## src/rtl/i2c_gpio_pkg.sv

```systemverilog
// -----------------------------------------------------------------------------
// i2c_gpio_pkg
// Shared definitions for the I2C GPIO-expander master:
//   - FSM state encoding
//   - R/W bit values
//   - quarter-phase values
//   - default 7-bit target address
//   - symbol-to-line lookup used by the master FSM
// No ports (package).
// -----------------------------------------------------------------------------
package i2c_gpio_pkg;

  typedef enum logic [3:0] {
    ST_IDLE,
    ST_START,
    ST_ADDR,
    ST_ACK_A,
    ST_WDATA,
    ST_ACK_W,
    ST_RDATA,
    ST_MACK,
    ST_STOP
  } state_t;

  localparam logic I2C_WR = 1'b0;
  localparam logic I2C_RD = 1'b1;

  localparam logic [1:0] Q_0 = 2'd0;
  localparam logic [1:0] Q_1 = 2'd1;
  localparam logic [1:0] Q_2 = 2'd2;
  localparam logic [1:0] Q_3 = 2'd3;

  localparam logic [6:0] DEF_SLAVE_ADDR = 7'h20;

  // Returns {scl_oe, sda_oe} for the given symbol and quarter.
  // 1 means "pull low"; 0 releases the line.
  function automatic logic [1:0] sym_lines(state_t st, logic [1:0] q, logic bit_val);
    logic       scl_low;
    logic [1:0] r;
    scl_low = (q == Q_0) || (q == Q_3);
    r       = 2'b00;
    case (st)
      ST_START:                              r = {(q == Q_3), (q == Q_2) || (q == Q_3)};
      ST_STOP:                               r = {(q == Q_0), (q == Q_0) || (q == Q_1)};
      ST_ADDR, ST_WDATA:                     r = {scl_low, ~bit_val};
      ST_ACK_A, ST_ACK_W, ST_RDATA, ST_MACK: r = {scl_low, 1'b0};
      default:                               r = 2'b00;
    endcase
    return r;
  endfunction

endpackage

```

## src/rtl/i2c_gpio_master_if.sv

```systemverilog
// -----------------------------------------------------------------------------
// i2c_gpio_master_if
// Request/response and pad signals of the I2C GPIO-expander master.
//   wr_req, wr_data, rd_req      : requests from SoC control logic
//   busy, done, nack             : transaction status
//   rd_data, rd_valid            : read result
//   scl_oe, sda_oe               : open-drain pull-low enables to the pads
//   sda_in                       : synchronised SDA pad value
// Modports:
//   master : the I2C controller itself (drives status and pad enables)
//   slave  : the surroundings (SoC requester plus pad ring)
// -----------------------------------------------------------------------------
interface i2c_gpio_master_if;

  logic       wr_req;
  logic [7:0] wr_data;
  logic       rd_req;
  logic       busy;
  logic       done;
  logic       nack;
  logic [7:0] rd_data;
  logic       rd_valid;
  logic       scl_oe;
  logic       sda_oe;
  logic       sda_in;

  modport master (
    input  wr_req, wr_data, rd_req, sda_in,
    output busy, done, nack, rd_data, rd_valid, scl_oe, sda_oe
  );

  modport slave (
    output wr_req, wr_data, rd_req, sda_in,
    input  busy, done, nack, rd_data, rd_valid, scl_oe, sda_oe
  );

endinterface

```

## src/rtl/i2c_quarter_tick.sv

```systemverilog
// -----------------------------------------------------------------------------
// i2c_quarter_tick
// Prescaler dividing clk into quarter-SCL-period ticks.
//   clk      : system clock
//   reset    : asynchronous active-high reset
//   restart  : hold counter and phase at zero (used while the master idles)
//   tick     : high during the last clk cycle of each quarter
//   q        : current quarter phase 0..3, advances on each tick
// -----------------------------------------------------------------------------
module i2c_quarter_tick
  import i2c_gpio_pkg::*;
#(
  parameter int CLK_DIV = 16
) (
  input  logic       clk,
  input  logic       reset,
  input  logic       restart,
  output logic       tick,
  output logic [1:0] q
);

  localparam int CW = $clog2(CLK_DIV);

  logic [CW-1:0] cnt;

  assign tick = (cnt == CW'(CLK_DIV - 1)) && !restart;

  always_ff @(posedge clk or posedge reset) begin
    if (reset) begin
      cnt <= '0;
      q   <= Q_0;
    end else if (restart) begin
      cnt <= '0;
      q   <= Q_0;
    end else if (tick) begin
      cnt <= '0;
      q   <= q + 2'd1;
    end else begin
      cnt <= cnt + CW'(1);
    end
  end

endmodule

```

## src/rtl/i2c_gpio_master.sv

```systemverilog
// -----------------------------------------------------------------------------
// i2c_gpio_master
// Single-master I2C controller for the I2C-to-GPIO port expander. Performs
// one-byte writes (expander outputs) and one-byte reads (expander inputs).
// Ports:
//   clk        : system clock
//   reset      : asynchronous active-high reset; releases both lines at once
//   bus        : i2c_gpio_master_if.master (requests, status, pad enables)
//   gpio_int_n : expander change flag, active low (only with macro below)
// Parameters:
//   SLAVE_ADDR : 7-bit expander address
//   CLK_DIV    : clk cycles per quarter SCL period (>= 2)
// Build option:
//   I2C_GPIO_INT_POLL_EN : adds gpio_int_n and self-issued reads while idle.
// -----------------------------------------------------------------------------
module i2c_gpio_master
  import i2c_gpio_pkg::*;
#(
  parameter logic [6:0] SLAVE_ADDR = DEF_SLAVE_ADDR,
  parameter int         CLK_DIV    = 16
) (
  input logic               clk,
  input logic               reset,
`ifdef I2C_GPIO_INT_POLL_EN
  input logic               gpio_int_n,
`endif
  i2c_gpio_master_if.master bus
);

  state_t     state;
  logic [1:0] q;
  logic       tick;
  logic       restart;
  logic       sym_end;
  logic       smp;
  logic [2:0] bit_cnt;
  logic       rw;
  logic       nack_flag;
  logic       accept;
  logic       auto_req;
  logic       req_rw;
  logic       cur_bit;

  logic       busy;
  logic       done;
  logic       nack;
  logic       rd_valid;
  logic [7:0] rd_data;
  logic       scl_oe;
  logic       sda_oe;

  logic [7:0] wbyte;
  logic [7:0] tx_byte;
  logic [7:0] rx_shift;

  i2c_quarter_tick #(.CLK_DIV(CLK_DIV)) u_tick (
    .clk     (clk),
    .reset   (reset),
    .restart (restart),
    .tick    (tick),
    .q       (q)
  );

  assign restart = (state == ST_IDLE);
  assign sym_end = tick && (q == Q_3);
  assign smp     = tick && (q == Q_1);
  assign accept  = restart && (bus.wr_req || bus.rd_req || auto_req);
  // A simultaneous write and read resolve to the write.
  assign req_rw  = bus.wr_req ? I2C_WR : I2C_RD;
  assign cur_bit = tx_byte[bit_cnt];

`ifdef I2C_GPIO_INT_POLL_EN
  logic int_s1;
  logic int_s2;
  logic auto_armed;

  // auto_armed drops when an auto-read launches and only comes back once the
  // synced flag has been seen high while idle, so a flag held low cannot
  // trigger back-to-back reads.
  always_ff @(posedge clk or posedge reset) begin
    if (reset) begin
      int_s1     <= 1'b1;
      int_s2     <= 1'b1;
      auto_armed <= 1'b1;
    end else begin
      int_s1 <= gpio_int_n;
      int_s2 <= int_s1;
      if (accept && auto_req)
        auto_armed <= 1'b0;
      else if ((state == ST_IDLE) && int_s2)
        auto_armed <= 1'b1;
    end
  end

  assign auto_req = auto_armed && !int_s2 && !bus.wr_req && !bus.rd_req;
`else
  assign auto_req = 1'b0;
`endif

  always_ff @(posedge clk or posedge reset) begin
    if (reset) begin
      state     <= ST_IDLE;
      bit_cnt   <= 3'd0;
      rw        <= I2C_WR;
      nack_flag <= 1'b0;
      busy      <= 1'b0;
      done      <= 1'b0;
      nack      <= 1'b0;
      rd_valid  <= 1'b0;
      rd_data   <= 8'h00;
      scl_oe    <= 1'b0;
      sda_oe    <= 1'b0;
    end else begin
      done     <= 1'b0;
      nack     <= 1'b0;
      rd_valid <= 1'b0;
      // Line drivers track the symbol table one clk behind the phase counter,
      // which keeps every edge registered and the relative timing intact.
      {scl_oe, sda_oe} <= sym_lines(state, q, cur_bit);
      case (state)
        ST_IDLE: begin
          if (accept) begin
            busy      <= 1'b1;
            rw        <= req_rw;
            nack_flag <= 1'b0;
            state     <= ST_START;
          end
        end
        ST_START: begin
          if (sym_end) begin
            bit_cnt <= 3'd7;
            state   <= ST_ADDR;
          end
        end
        ST_ADDR: begin
          if (sym_end) begin
            if (bit_cnt == 3'd0) state <= ST_ACK_A;
            else                 bit_cnt <= bit_cnt - 3'd1;
          end
        end
        ST_ACK_A: begin
          if (smp) nack_flag <= bus.sda_in;
          if (sym_end) begin
            bit_cnt <= 3'd7;
            if (nack_flag)         state <= ST_STOP;
            else if (rw == I2C_WR) state <= ST_WDATA;
            else                   state <= ST_RDATA;
          end
        end
        ST_WDATA: begin
          if (sym_end) begin
            if (bit_cnt == 3'd0) state <= ST_ACK_W;
            else                 bit_cnt <= bit_cnt - 3'd1;
          end
        end
        ST_ACK_W: begin
          if (smp) nack_flag <= bus.sda_in;
          if (sym_end) state <= ST_STOP;
        end
        ST_RDATA: begin
          if (sym_end) begin
            if (bit_cnt == 3'd0) state <= ST_MACK;
            else                 bit_cnt <= bit_cnt - 3'd1;
          end
        end
        ST_MACK: begin
          if (sym_end) state <= ST_STOP;
        end
        ST_STOP: begin
          if (sym_end) begin
            state <= ST_IDLE;
            busy  <= 1'b0;
            done  <= 1'b1;
            nack  <= nack_flag;
            if ((rw == I2C_RD) && !nack_flag) begin
              rd_data  <= rx_shift;
              rd_valid <= 1'b1;
            end
          end
        end
        default: state <= ST_IDLE;
      endcase
    end
  end

  // Shift/hold registers carry no reset; they are always loaded before use.
  always_ff @(posedge clk) begin
    if (accept) begin
      tx_byte <= {SLAVE_ADDR, req_rw};
      if (bus.wr_req) wbyte <= bus.wr_data;
    end else if ((state == ST_ACK_A) && sym_end) begin
      tx_byte <= wbyte;
    end
    if ((state == ST_RDATA) && smp)
      rx_shift <= {rx_shift[6:0], bus.sda_in};
  end

  assign bus.busy     = busy;
  assign bus.done     = done;
  assign bus.nack     = nack;
  assign bus.rd_valid = rd_valid;
  assign bus.rd_data  = rd_data;
  assign bus.scl_oe   = scl_oe;
  assign bus.sda_oe   = sda_oe;

endmodule

```

## src/flat_wrapper.sv

```systemverilog
// flat-port wrapper written by rule: the top's interface ports become plain ports
module i2c_gpio_master_flat import i2c_gpio_pkg::*;
#(
  parameter logic [6:0] SLAVE_ADDR = DEF_SLAVE_ADDR,
  parameter int         CLK_DIV    = 16
)
  (clk, reset, bus_wr_req, bus_wr_data, bus_rd_req, bus_sda_in, bus_busy, bus_done, bus_nack, bus_rd_data, bus_rd_valid, bus_scl_oe, bus_sda_oe);
  i2c_gpio_master_if bus_i ();
  input logic clk;
  input logic reset;
  input wire logic [$bits(bus_i.wr_req)-1:0] bus_wr_req;
  input wire logic [$bits(bus_i.wr_data)-1:0] bus_wr_data;
  input wire logic [$bits(bus_i.rd_req)-1:0] bus_rd_req;
  input wire logic [$bits(bus_i.sda_in)-1:0] bus_sda_in;
  output wire logic [$bits(bus_i.busy)-1:0] bus_busy;
  output wire logic [$bits(bus_i.done)-1:0] bus_done;
  output wire logic [$bits(bus_i.nack)-1:0] bus_nack;
  output wire logic [$bits(bus_i.rd_data)-1:0] bus_rd_data;
  output wire logic [$bits(bus_i.rd_valid)-1:0] bus_rd_valid;
  output wire logic [$bits(bus_i.scl_oe)-1:0] bus_scl_oe;
  output wire logic [$bits(bus_i.sda_oe)-1:0] bus_sda_oe;
  assign bus_i.wr_req = bus_wr_req;
  assign bus_i.wr_data = bus_wr_data;
  assign bus_i.rd_req = bus_rd_req;
  assign bus_i.sda_in = bus_sda_in;
  assign bus_busy = bus_i.busy;
  assign bus_done = bus_i.done;
  assign bus_nack = bus_i.nack;
  assign bus_rd_data = bus_i.rd_data;
  assign bus_rd_valid = bus_i.rd_valid;
  assign bus_scl_oe = bus_i.scl_oe;
  assign bus_sda_oe = bus_i.sda_oe;
  i2c_gpio_master #(.SLAVE_ADDR(SLAVE_ADDR), .CLK_DIV(CLK_DIV)) u_core (.clk(clk), .reset(reset), .bus(bus_i));
endmodule
```

## config.mk

```make
export PLATFORM = sky130hd
export DESIGN_NAME = i2c_gpio_master_flat
export DESIGN_NICKNAME = d
export VERILOG_FILES = /design/src/rtl/i2c_gpio_pkg.sv /design/src/rtl/i2c_gpio_master_if.sv /design/src/rtl/i2c_quarter_tick.sv /design/src/rtl/i2c_gpio_master.sv /design/src/flat_wrapper.sv
export SDC_FILE = /design/constraint.sdc
export NUM_CORES = 1
export LEC_CHECK = 0
export ABC_CLOCK_PERIOD_IN_PS = 2700
export BUFFER_PORTS_ARGS = -buffer_cell sky130_fd_sc_hd__clkbuf_2
export CORE_MARGIN = 3
export CORE_UTILIZATION = 60
export CTS_BUF_LIST = sky130_fd_sc_hd__clkbuf_4 sky130_fd_sc_hd__clkbuf_8
export DETAILED_ROUTE_END_ITERATION = 16
export GPL_ROUTABILITY_DRIVEN = 0
export HOLD_SLACK_MARGIN = 0.12
export PLACE_DENSITY = 0.82
export REMOVE_ABC_BUFFERS = 1
export SLEW_MARGIN = 25
export SYNTH_ARGS = -nofsm -noshare
export SYNTH_HDL_FRONTEND = slang
export SYNTH_HIERARCHICAL = 1
export SYNTH_SLANG_ARGS = --single-unit
```

## constraint.sdc

```tcl
create_clock -name clk -period 2.7 [get_ports clk]
set_input_delay 0.135 -clock clk [delete_from_list [all_inputs] [get_ports clk]]
set_output_delay 0.135 -clock clk [all_outputs]
set_load 0.02 [all_outputs]
```

* Word-level counts from Yosys, hierarchy flattened
Cells that the tools add are included.
Cells by class: $add $sub $neg 3, order comparisons 1, equality and inequality tests 27, multiplexer cells 41, bitwise gates (word level) 1, reductions and logical operators 34
Operators with widths (count):
- $mux 4 | 14
- $pmux 4 s8 | 1
- $ne 2x1->1 const B | 13
- $eq 4x3->1 const B | 4
- $mux 1 | 15
- $reduce_and 11->1 | 1
- $reduce_bool 2->1 | 5
- $mux 3 | 3
- $reduce_and 3->1 | 3
- $eq 4x2->1 const B | 2
- $eq 4x4->1 const B | 2
- $pmux 2 s4 | 1
- $reduce_or 2->1 | 4
- $logic_and 1x1->1 | 7
- $mux 2 | 3
- $pmux 3 s2 | 1
- $add 4x1->4 const B | 1
- $eq 2x2->1 const B | 2
- $eq 4x1->1 const B | 1
- $logic_not 4->1 | 1
- $logic_or 1x1->1 | 4
- $lt 3x4->1 const B | 1
- $ne 2x2->1 const B | 2
- $pmux 1 s2 | 2
- other kinds (12) | 14
Storage, ports and cells: register bits after elaboration 53, input port bits 13, output and inout port bits 14, logic and storage cells 124

* Logic depth before layout (Yosys ltp)
Gate-level depths: netlist of run 1.
word-level depth 7, depth in mapped cells 8, gate-level depth less buffers 7

* Modules after synthesis
The synthesis of run 1 kept the hierarchy.
By module, submodules not included:
- i2c_gpio_master | instances 1, cells each 168, area each 2119.5 um^2, sequential area each 1226.2 um^2
- i2c_quarter_tick | instances 1, cells each 24, area each 267.8 um^2, sequential area each 150.1 um^2

* Worst setup path after synthesis of run 1
No wires, ideal clock.
path kind register -> register, start reg u_core.state[0], end reg u_core.rd_data[0], in the netlist u_core/bus.rd_data[0], setup time 128 ps, arrival 1981 ps, data required time 2572 ps, setup slack 591 ps, stages on the path, launching flop included 9, path buffers 2, clock period less this slack 2109 ps, cell sequence dfrtp_1 buf_4 nor4_4 nor2b_1 and2_1 nand2_2 nor3b_2 buf_4 mux2_1
On the way: cells in the longest elaborated chain, start to end 5, elaborated cells between the ends (all ways) 6, those cells by class eq/ne: 1; reduce/logical: 5
RTL lines:
- from (decl) | line i2c_gpio_master.sv:30 | state_t state;
- from (signal assigned) | line i2c_gpio_master.sv:102 | state <= ST_IDLE;
- from (signal assigned) | line i2c_gpio_master.sv:126 | state <= ST_START;
- from (signal assigned) | line i2c_gpio_master.sv:132 | state <= ST_ADDR;
- $logic_not 4->1 | line i2c_gpio_master.sv:64 | assign restart = (state == ST_IDLE);
- via u_core.restart | line i2c_gpio_master.sv:33 | logic restart;
- $logic_not 1->1 | line i2c_quarter_tick.sv:26 | assign tick = (cnt == CW'(CLK_DIV - 1)) && !restart;
- $logic_and 1x1->1 | line i2c_quarter_tick.sv:26
- via u_core.tick | line i2c_gpio_master.sv:32 | logic tick;
- $logic_and 1x1->1 | line i2c_gpio_master.sv:65 | assign sym_end = tick && (q == Q_3);
- $reduce_and 3->1 (no source line)
- to (signal assigned) | line i2c_gpio_master.sv:176 | rd_data <= rx_shift;
- to (decl) | line i2c_gpio_master.sv:48 | logic [7:0] rd_data;
The timed path passes the listed nets, and every way through them passes these cells. A chain may end at the register's enable or synchronous reset.

* Worst setup path after layout of run 1
start reg u_core.u_tick.cnt[0], end reg u_core.state[2]
On the way: cells in the longest elaborated chain, start to end 5, elaborated cells between the ends (all ways) 11, those cells by class eq/ne: 8; reduce/logical: 3
RTL lines:
- from (decl) | line i2c_quarter_tick.sv:24 | logic [CW-1:0] cnt;
- from (signal assigned) | line i2c_quarter_tick.sv:39 | cnt <= cnt + CW'(1);
- $eq 4x4->1 (*) | line i2c_quarter_tick.sv:26
- $logic_and 1x1->1 (*) | line i2c_quarter_tick.sv:26
- via u_core.tick | line i2c_gpio_master.sv:32
- $logic_and 1x1->1 (*) | line i2c_gpio_master.sv:65
- $ne 2x1->1 (no source line)
- $reduce_and 11->1 (no source line) (*)
Mark *: on every way through the listed nets, which the timed path passes. The rest lies on a longest branch.

==> results of run 1 <==
-- routing by layer --
layer | vias to the layer above | GRT usage (%) | share of wire (%)
met5 | - | 0 | 0
met4 | 0 | 8.03 | 2.6
met2 | 64 | 33.3 | 50
li1 | 769 | - | -
met3 | 12 | 5.83 | 5.7
met1 | 764 | 23.4 | 41
-- cell type report --
cell class | count | share of cell area, %
Sequential cell | 53 | 50.1
Clock buffer | 5 | 2.51
Timing Repair Buffer | 40 | 9.48
Clock inverter | 3 | 0.638
Multi-Input combinational cell | 124 | 34.0
Tap cell | 48 | 2.19
Inverter | 8 | 1.09
-- what timing repair did --
| action | 4_1_cts | 5_1_grt |
|---|---|---|
| resized for setup | 0 | 0 |
| endpoints found under the setup margin | 0 | 0 |
| hold buffers | 10 | 0 |
| buffers inserted | 0 | 0 |
| hold endpoints to repair | 38 | 0 |
-- worst paths after layout --
path	slack [ns]	endpoint	cells past startpoint
min in group asynchronous	0.27	u_core/u_tick/q[1]	3
worst min register to register	0.45	u_core/rx_shift[5]	0
max in group asynchronous	1.63	u_core/bus.sda_oe	3
worst min-delay path	0.16	u_core/rw	3
worst max register to register	0.35	u_core/state[2]	7
worst max-delay path	0.35	u_core/state[2]	7
-- registers in the layout (all words and copies together), names as in the netlist, 2 cells and up --
signal	flops
u_core/state	4
u_core/bus.rd_data	8
u_core/u_tick/cnt	4
u_core/wbyte	8
u_core/u_tick/q	2
u_core/tx_byte	8
u_core/bit_cnt	3
u_core/rx_shift	8
-- power by group through the flow --
stage                     clock network, W  logic [W]  registers (W)
after global placement                   0   0.000201       0.000951
after CTS                         0.000438   0.000235       0.000943
after detailed placement                 0   0.000221       0.000960
after floorplan                          0   0.000159       0.000946
final                             0.000428   0.000234       0.000946
after global routing              0.000471   0.000265       0.000955
-- cells by family after synthesis --
kind of cell	share of synthesized area [%]
buf+inv	3.25
xor+xnor	1.47
flops	57.7
compound gates	8.70
simple gates	16.2
mux	9.01
fa+ha+maj	3.67
-- critical path, cell delays in order, from the launching register on --
cell,delay [ns]
dfrtp_1,0.41
ha_1,0.26
and3_4,0.24
nor2b_1,0.24
and2_1,0.24
nor3_1,0.10
or3_4,0.42
o41ai_1,0.31
-- cell usage after synthesis (2+ instances only) --
cell type and number:
dfxtp_1 7, nand2b_1 3, o21ai_0 5, edfxtp_1 17
nor3_1 4, a41oi_1 2, mux2i_1 8, xnor2_1 3
a21oi_1 9, or2_2 2, nand2_1 10, a31oi_1 4
and2_1 2, dfrtp_1 29, inv_1 8, and3_1 2
o41ai_1 2, buf_2 2, nor2b_1 2, ha_1 7
nor3b_1 2, mux2_1 8, nor2_1 24, mux4_2 2
buf_4 3
-- per-stage QoR --
step	cell area, um^2	power [W]
after CTS	2750	0.00162
after floorplan	2340	0.00111
after global routing	2750	0.00169
after detailed placement	2560	0.00118
final	2750	0.00161
after global placement	2560	0.00115
-- layout by cell type (no fill, tap or decap), types with 2 or more instances in the layout --
master         count
nand2_1           10
mux4_2             2
a21oi_1            9
o21ai_0            5
and2_1             2
clkbuf_8           5
a41oi_1            2
nor2b_1            2
nor3_1             4
and3_1             2
dlygate4sd3_1     10
mux2_1             8
buf_4              4
ha_1               7
dfrtp_1           29
a31oi_1            4
o41ai_1            2
nor2_1            24
edfxtp_1          17
xnor2_1            3
dfxtp_1            7
nand2b_1           3
or2_2              2
mux2i_1            8
inv_1              8
nor3b_1            2
clkbuf_2          26
==> metrics.txt, run 1 <==
Yosys warnings 6; global-route usage over all layers 19.7%; WL per Instance 15.8 um; leading post-synthesis cells by cell area dfrtp_1 30%, edfxtp_1 21%, dfxtp_1 5.9%, mux2_1 3.8%, nor2_1 3.8%; total area of multi-input combinational cells 933 um^2; Yosys reg bits 53; clock latency on the worst-skew pair 0.30 ns; CORE AREA 0.00374 mm^2; first drt pass iteration count 4; FP Rows 22; antenna violations before repair 0; final WL 4.44 mm; layout cell share with drive strength beyond 1 22.3%; Inserted Diodes 0; root buf cell clkbuf_8; Synth Flop Type dfrtp_1; share of power burned in registers 58.9%; Max transition margin 42.4%; Seq/Total Area, Yosys 57.7%; clk sink count 53; Slew @ Worst Pin 0.863 ns; clock share of power 26.6%; cell-internal power 0.00117 W; # nets final 252; CTS tree yes; Crit. End Element register; Mapped Area 0.00239 mm^2; min cycle time layout 2.35 ns; status finished, final reports clean; RR Startpoint u_core/u_tick/cnt[0]; ys async rst share 54.7%; Layout Cells excl Fill 281; Max-cap violations 0; DRC 0; final setup vio count 0; Iteration-0 DRC Markers 115; number of placed cells counting well taps 263; post-route setup slack 0.348 ns; setup tns final 0 ns; htree depth 2; Num CTS Buffers 5; Fin Clk Skew 0.00547 ns; Switching Fraction 26.9%; HP Start bus_rd_req; DIE AREA 0.00477 mm^2; worst-case clock buffer depth 2; Detail Route Antenna Nets 0; detailed placement HPWL 3.21 mm; I/O Buffers 26; Post-synth EDFFs 17; area delta synth->final 15.0%; io pins 27; Power Density 585 mW/mm^2; Net Switching 0.000432 W; vias in the first global route 1619; post-synth top area share 30.4%; Worst EP required 2.88 ns; routed vias/inst 5.73; initial core utilization 63.8%; via count 1609; Slew Limit Fails 0; die width 69.1 um; crit path kind reg -> reg; final hold slack 0.156 ns; HP Class in -> reg; first-pass GRT wire length 7.44 mm; post-layout util 73.4%; logic gate share of total power 14.5%; final hold violations 0; period utilisation layout 87.1%; Setup crit start kind register; synthesized area per cell 12.4 um^2; Arr. time, crit path 2.53 ns; Reg area 0.00138 mm^2; RSZ-0062 raised after global routing false; cell taking the most area after synthesis dfrtp_1; largest net degree at the start of global routing 24; Clock transition at path regs 0.09 ns; filler instances 265; pre-CTS WS 0.357 ns; Leakage 1.19 nW; Yosys cell types 50; CP Max Fanout 4; Max Freq 425 MHz; crit path from u_core/u_tick/cnt[0]; Die Span Y 69.1 um; Synth Instances 192; peak supply drop 441 uV; Congestion Overflow GR 0
Power figures use the tool's default switching activity.
==> inputs of run 2 (changes only) <==
Settings changed: ABC_CLOCK_PERIOD_IN_PS 2700 to 2000, CORE_UTILIZATION 60 to 54, GPL_TIMING_DRIVEN from default to 0, PLACE_DENSITY 0.82 to 0.78, SYNTH_HIERARCHICAL 1 to default.
Clock period 2.7 ns to 2 ns, I/O delays scaled along.
==> metrics.txt, run 2 <==
final hold slack 0.167 ns; clk sink count 53; Mapped Area 0.00230 mm^2; global-route usage over all layers 18.5%; largest net degree at the start of global routing 30; die width 71.3 um; post-route setup slack 0.128 ns; peak supply drop 624 uV; post-synthesis simple-gate area fraction 15.4%; HP Class in -> reg; CORE AREA 0.00406 mm^2; pre-CTS WS -0.0634 ns; Arr. time, crit path 2.06 ns; first-pass GRT wire length 7.27 mm; Iteration-0 DRC Markers 129; status finished, final reports clean; CP Max Fanout 9; Yosys cell types 40; slowest cell on the critical path dfrtp_1; CTS tree yes; commonest non-fill, non-tap cells in the layout 29 x dfrtp_1, 26 x clkbuf_2, 22 x nor2_1; FP Rows 23; Power Density 857 mW/mm^2; final setup vio count 0; I/O Buffers 26; number of placed cells counting well taps 248; Layout Cells excl Fill 268; DRC 0; htree depth 2; area fraction in compound gates after synthesis 6.41%; Yosys warnings 0; worst-case clock buffer depth 2; Seq/Total Area, Yosys 59.8%; area delta synth->final 16.9%; Post-synth EDFFs 17; Congestion Overflow GR 0; most frequent cell after synthesis dfrtp_1; routed vias/inst 5.65; Fin Clk Skew 0.00675 ns; Slew Limit Fails 0; Slew @ Worst Pin 0.595 ns; filler instances 295; main combinational cell family by area after synthesis simple AND/OR/NAND/NOR gates; # nets final 237; commonest non-fill, non-tap cell in the layout dfrtp_1; period utilisation layout 93.6%; Inserted Diodes 0; Worst EP required 2.19 ns; post-synth top area share 31.5%; Adder-Cell Fraction of Synth Area 3.80%; Yosys reg bits 53; Max Freq 534 MHz; Crit. End Element register; vias in the first global route 1590; critical path, cell by cell ha_1 > and4_1 > and2_4 > nand3b_4 > mux2_2; RSZ-0062 raised after global routing false; post-synthesis mux area share 10.3%; Leakage 1.27 nW; total area of multi-input combinational cells 862 um^2; leading post-synthesis cells by cell area dfrtp_1 32%, edfxtp_1 22%, dfxtp_1 6.1%, mux2_2 4.4%, mux2i_1 3.9%; WL per Instance 16.0 um; commonest cells in the netlist 29 x dfrtp_1, 22 x nor2_1, 17 x edfxtp_1, 9 x mux2_2, 9 x mux2i_1; Setup crit start kind register; synthesized area per cell 12.9 um^2; clock latency on the worst-skew pair 0.31 ns; Detail Route Antenna Nets 0; final hold violations 0; layout cell share with drive strength beyond 1 25.2%; crit path kind reg -> reg; critical path's largest stage delay 0.41 ns; Clock transition at path regs 0.09 ns; Max transition margin 60.3%; Num CTS Buffers 5; root buf cell clkbuf_8; Die Span Y 71.3 um; final WL 4.29 mm; DIE AREA 0.00508 mm^2; Reg area 0.00138 mm^2; via count 1515; min cycle time layout 1.87 ns; ys async rst share 54.7%; Synth Instances 178; io pins 27; Synth Flop Type dfrtp_1; initial core utilization 56.7%; cell taking the most area after synthesis dfrtp_1; Max-cap violations 0; detailed placement HPWL 2.99 mm; antenna violations before repair 0; first drt pass iteration count 4; XOR/XNOR share of the synthesized area 1.52%
[run 2: area by class of cell]
cell class,count,share of cell area (%)
flip-flops and latches,53,51.1
multi-input cells,111,32.0
repair buffers,38,9.21
clock buffers,5,2.56
well taps,50,2.32
clock inverters,3,1.63
inverters,8,1.12
[run 2: cells by family after synthesis]
group	count (synthesis)
simple gates	57
flops	53
compound gates	23
mux	20
buf+inv	14
fa+ha+maj	7
xor+xnor	4
[run 2: worst max-delay path, delay by kind of cell, from the launching register on]
kind | cells | cell delay (ns)
adder cells (fa/ha/maj) | 1 | 0.25
flip-flops | 1 | 0.41
multiplexers | 1 | 0.31
AND/OR/NAND/NOR | 3 | 0.79
[run 2: power breakdown]
| part | internal (W) | switching, W | leakage [nW] |
|---|---|---|---|
| clock network | 0.000375 | 0.000356 | 0.0585 |
| registers | 0.00119 | 0.0000814 | 0.595 |
| logic | 0.000137 | 0.000163 | 0.614 |
[run 2: path summary, 6_finish.rpt]
check / start / endpoint / slack [ns] / cells past startpoint
max: u_core.u_tick.q[1] / u_core.bus.rd_data[0] / 0.13 / 5
min: bus_wr_req / u_core.tx_byte[6] / 0.17 / 3
max reg2reg: u_core.u_tick.q[1] / u_core.bus.rd_data[0] / 0.13 / 5
min reg2reg: u_core.rx_shift[0] / u_core.rx_shift[1] / 0.46 / 0
max in group asynchronous: reset / u_core.state[0] / 1.22 / 3
min in group asynchronous: reset / u_core.bus.rd_valid / 0.39 / 3
[run 2: repair_timing]
action | in CTS | in global routing
buffers inserted | 1 | 0
resized for setup | 0 | 1
gates cloned | 0 | 0
pin swaps | 1 | 0
hold buffers | 11 | 0
setup endpoints to repair | 7 | 9
hold endpoints to repair | 40 | 0
[run 2: layer usage]
| metal | wire, um | GRT usage (%) | vias up |
|---|---|---|---|
| met5 | 0 | 0 | - |
| met4 | 111 | 7.93 | 0 |
| met3 | 240 | 4.77 | 12 |
| met2 | 2240 | 32.2 | 46 |
| met1 | 1700 | 21.4 | 737 |
| li1 | - | - | 720 |
[run 2: per-stage QoR]
stage          total power, W  utilization, %  TNS, ns  area [um^2]
5_1_grt               0.00241            66.3        0         2690
4_1_cts               0.00232            66.3        0         2690
2_1_floorplan         0.00148               -        0         2270
3_5_place_dp          0.00158            60.6   -0.130         2460
3_3_place_gp          0.00154            60.6        0         2460
6_report              0.00231            66.3        0         2690
==> inputs of run 3 (changes only) <==
Settings changed: BUFFER_PORTS_ARGS -buffer_cell sky130_fd_sc_hd__clkbuf_2 to default, CORE_UTILIZATION 54 to 59, DONT_BUFFER_PORTS from default to 1.
==> metrics.txt, run 3 (same netlist as run 2, synthesis figures left out) <==
# nets final 212; clock latency on the worst-skew pair 0.30 ns; crit path kind reg -> reg; routed vias/inst 5.88; Slew @ Worst Pin 0.588 ns; final hold violations 0; Inserted Diodes 0; RSZ-0062 raised after global routing false; root buf cell clkbuf_8; vias in the first global route 1460; layout cell share with drive strength beyond 1 14.5%; min cycle time layout 1.83 ns; filler instances 267; CORE AREA 0.00372 mm^2; via count 1418; Layout Cells excl Fill 241; first-pass GRT wire length 6.57 mm; pre-CTS WS -0.0392 ns; Clock transition at path regs 0.08 ns; worst-case clock buffer depth 2; period utilisation layout 91.5%; Detail Route Antenna Nets 0; Crit. End Element register; post-route setup slack 0.170 ns; die width 68.5 um; area delta synth->final 10.5%; WL per Instance 16.1 um; Congestion Overflow GR 0; commonest non-fill, non-tap cells in the layout 29 x dfrtp_1, 22 x nor2_1, 17 x edfxtp_1; Arr. time, crit path 2.02 ns; Max Freq 547 MHz; largest net degree at the start of global routing 30; antenna violations before repair 0; Max-cap violations 0; commonest non-fill, non-tap cell in the layout dfrtp_1; Slew Limit Fails 0; Worst EP required 2.19 ns; DRC 0; Iteration-0 DRC Markers 120; Tot Pwr 0.00213 W; io pins 27; Leakage 1.14 nW; Power Density 838 mW/mm^2; Max transition margin 60.7%; peak supply drop 498 uV; detailed placement HPWL 2.75 mm; final setup vio count 0; Fin Clk Skew 0.00320 ns; initial core utilization 62.0%; HP Class in -> reg; first drt pass iteration count 4; CP Max Fanout 9; status finished, final reports clean; clk sink count 53; Setup crit start kind register; global-route usage over all layers 19.1%; CTS tree yes; final WL 3.87 mm; Die Span Y 68.5 um; DIE AREA 0.00469 mm^2; final hold slack 0.128 ns; FP Rows 22; I/O Buffers 0; Num CTS Buffers 5; htree depth 2; number of placed cells counting well taps 220
run 3: changes by cell type in the layout (fill, tap and decap cells not counted), sizes merged:
cell	previous run	this run
clkbuf	31	6
bufinv	1	0
clkinvlp	0	1
inv	9	8
dlygate4sd3	11	12
run 3: area by class of cell:
type	count	area (um^2)	area share, %
tap	48	60.1	2.36
clock inverter	2	11.3	0.443
sequential	53	1380	54.1
inverter	8	30.0	1.18
clock buffer	6	76.3	3.00
multi-input combinational	111	862	33.9
timing repair buffer	13	128	5.02
run 3: worst max-delay path, cell delays in order (launching register included):
cell      delay (ns)
dfrtp_1         0.37
ha_1            0.26
and4_1          0.40
and2_4          0.23
nand3b_4        0.14
mux2_2          0.31
run 3: per-stage QoR:
step	cell area [um^2]	TNS (ns)	utilization, %
finish	2540	0	68.5
global route	2540	0	68.5
CTS	2540	0	68.4
detailed placement	2330	-0.113	62.6
global placement	2330	0	62.6
floorplan	2270	0	-
run 3: path summary, 6_finish.rpt:
path | startpoint | end | slack [ns] | depth (start not counted)
worst min register to register | u_core.rx_shift[1] | u_core.rx_shift[2] | 0.46 | 0
worst max register to register | u_core.u_tick.cnt[0] | u_core.bus.rd_data[7] | 0.17 | 5
worst min-delay path | bus_rd_req | u_core.tx_byte[7] | 0.13 | 3
max in group asynchronous | reset | u_core.bit_cnt[2] | 1.30 | 2
worst max-delay path | u_core.u_tick.cnt[0] | u_core.bus.rd_data[7] | 0.17 | 5
min in group asynchronous | reset | u_core.bus.rd_data[5] | 0.32 | 2
run 3: power by group:
part           total [W]  internal (W)  switching (W)
logic           0.000272      0.000125       0.000147
clock network   0.000577      0.000256       0.000321
registers        0.00128       0.00119      0.0000890
run 3: metal layers:
metal	part of all wire [%]	GRT usage [%]	wire, um	up-vias
met3	7.1	5.58	276	9
met2	50	32.3	1950	60
li1	-	-	-	667
met1	41	23.2	1580	682
met4	1.7	6.45	66	0
met5	0	0	0	-
run 3: timing repair:
action | in CTS | in global routing
pin swaps | 1 | 0
gates cloned | 0 | 0
setup endpoints to repair | 4 | 1
hold buffers | 12 | 0
endpoints found under the hold margin | 43 | 0
buffers inserted | 1 | 0
resized for setup | 0 | 1
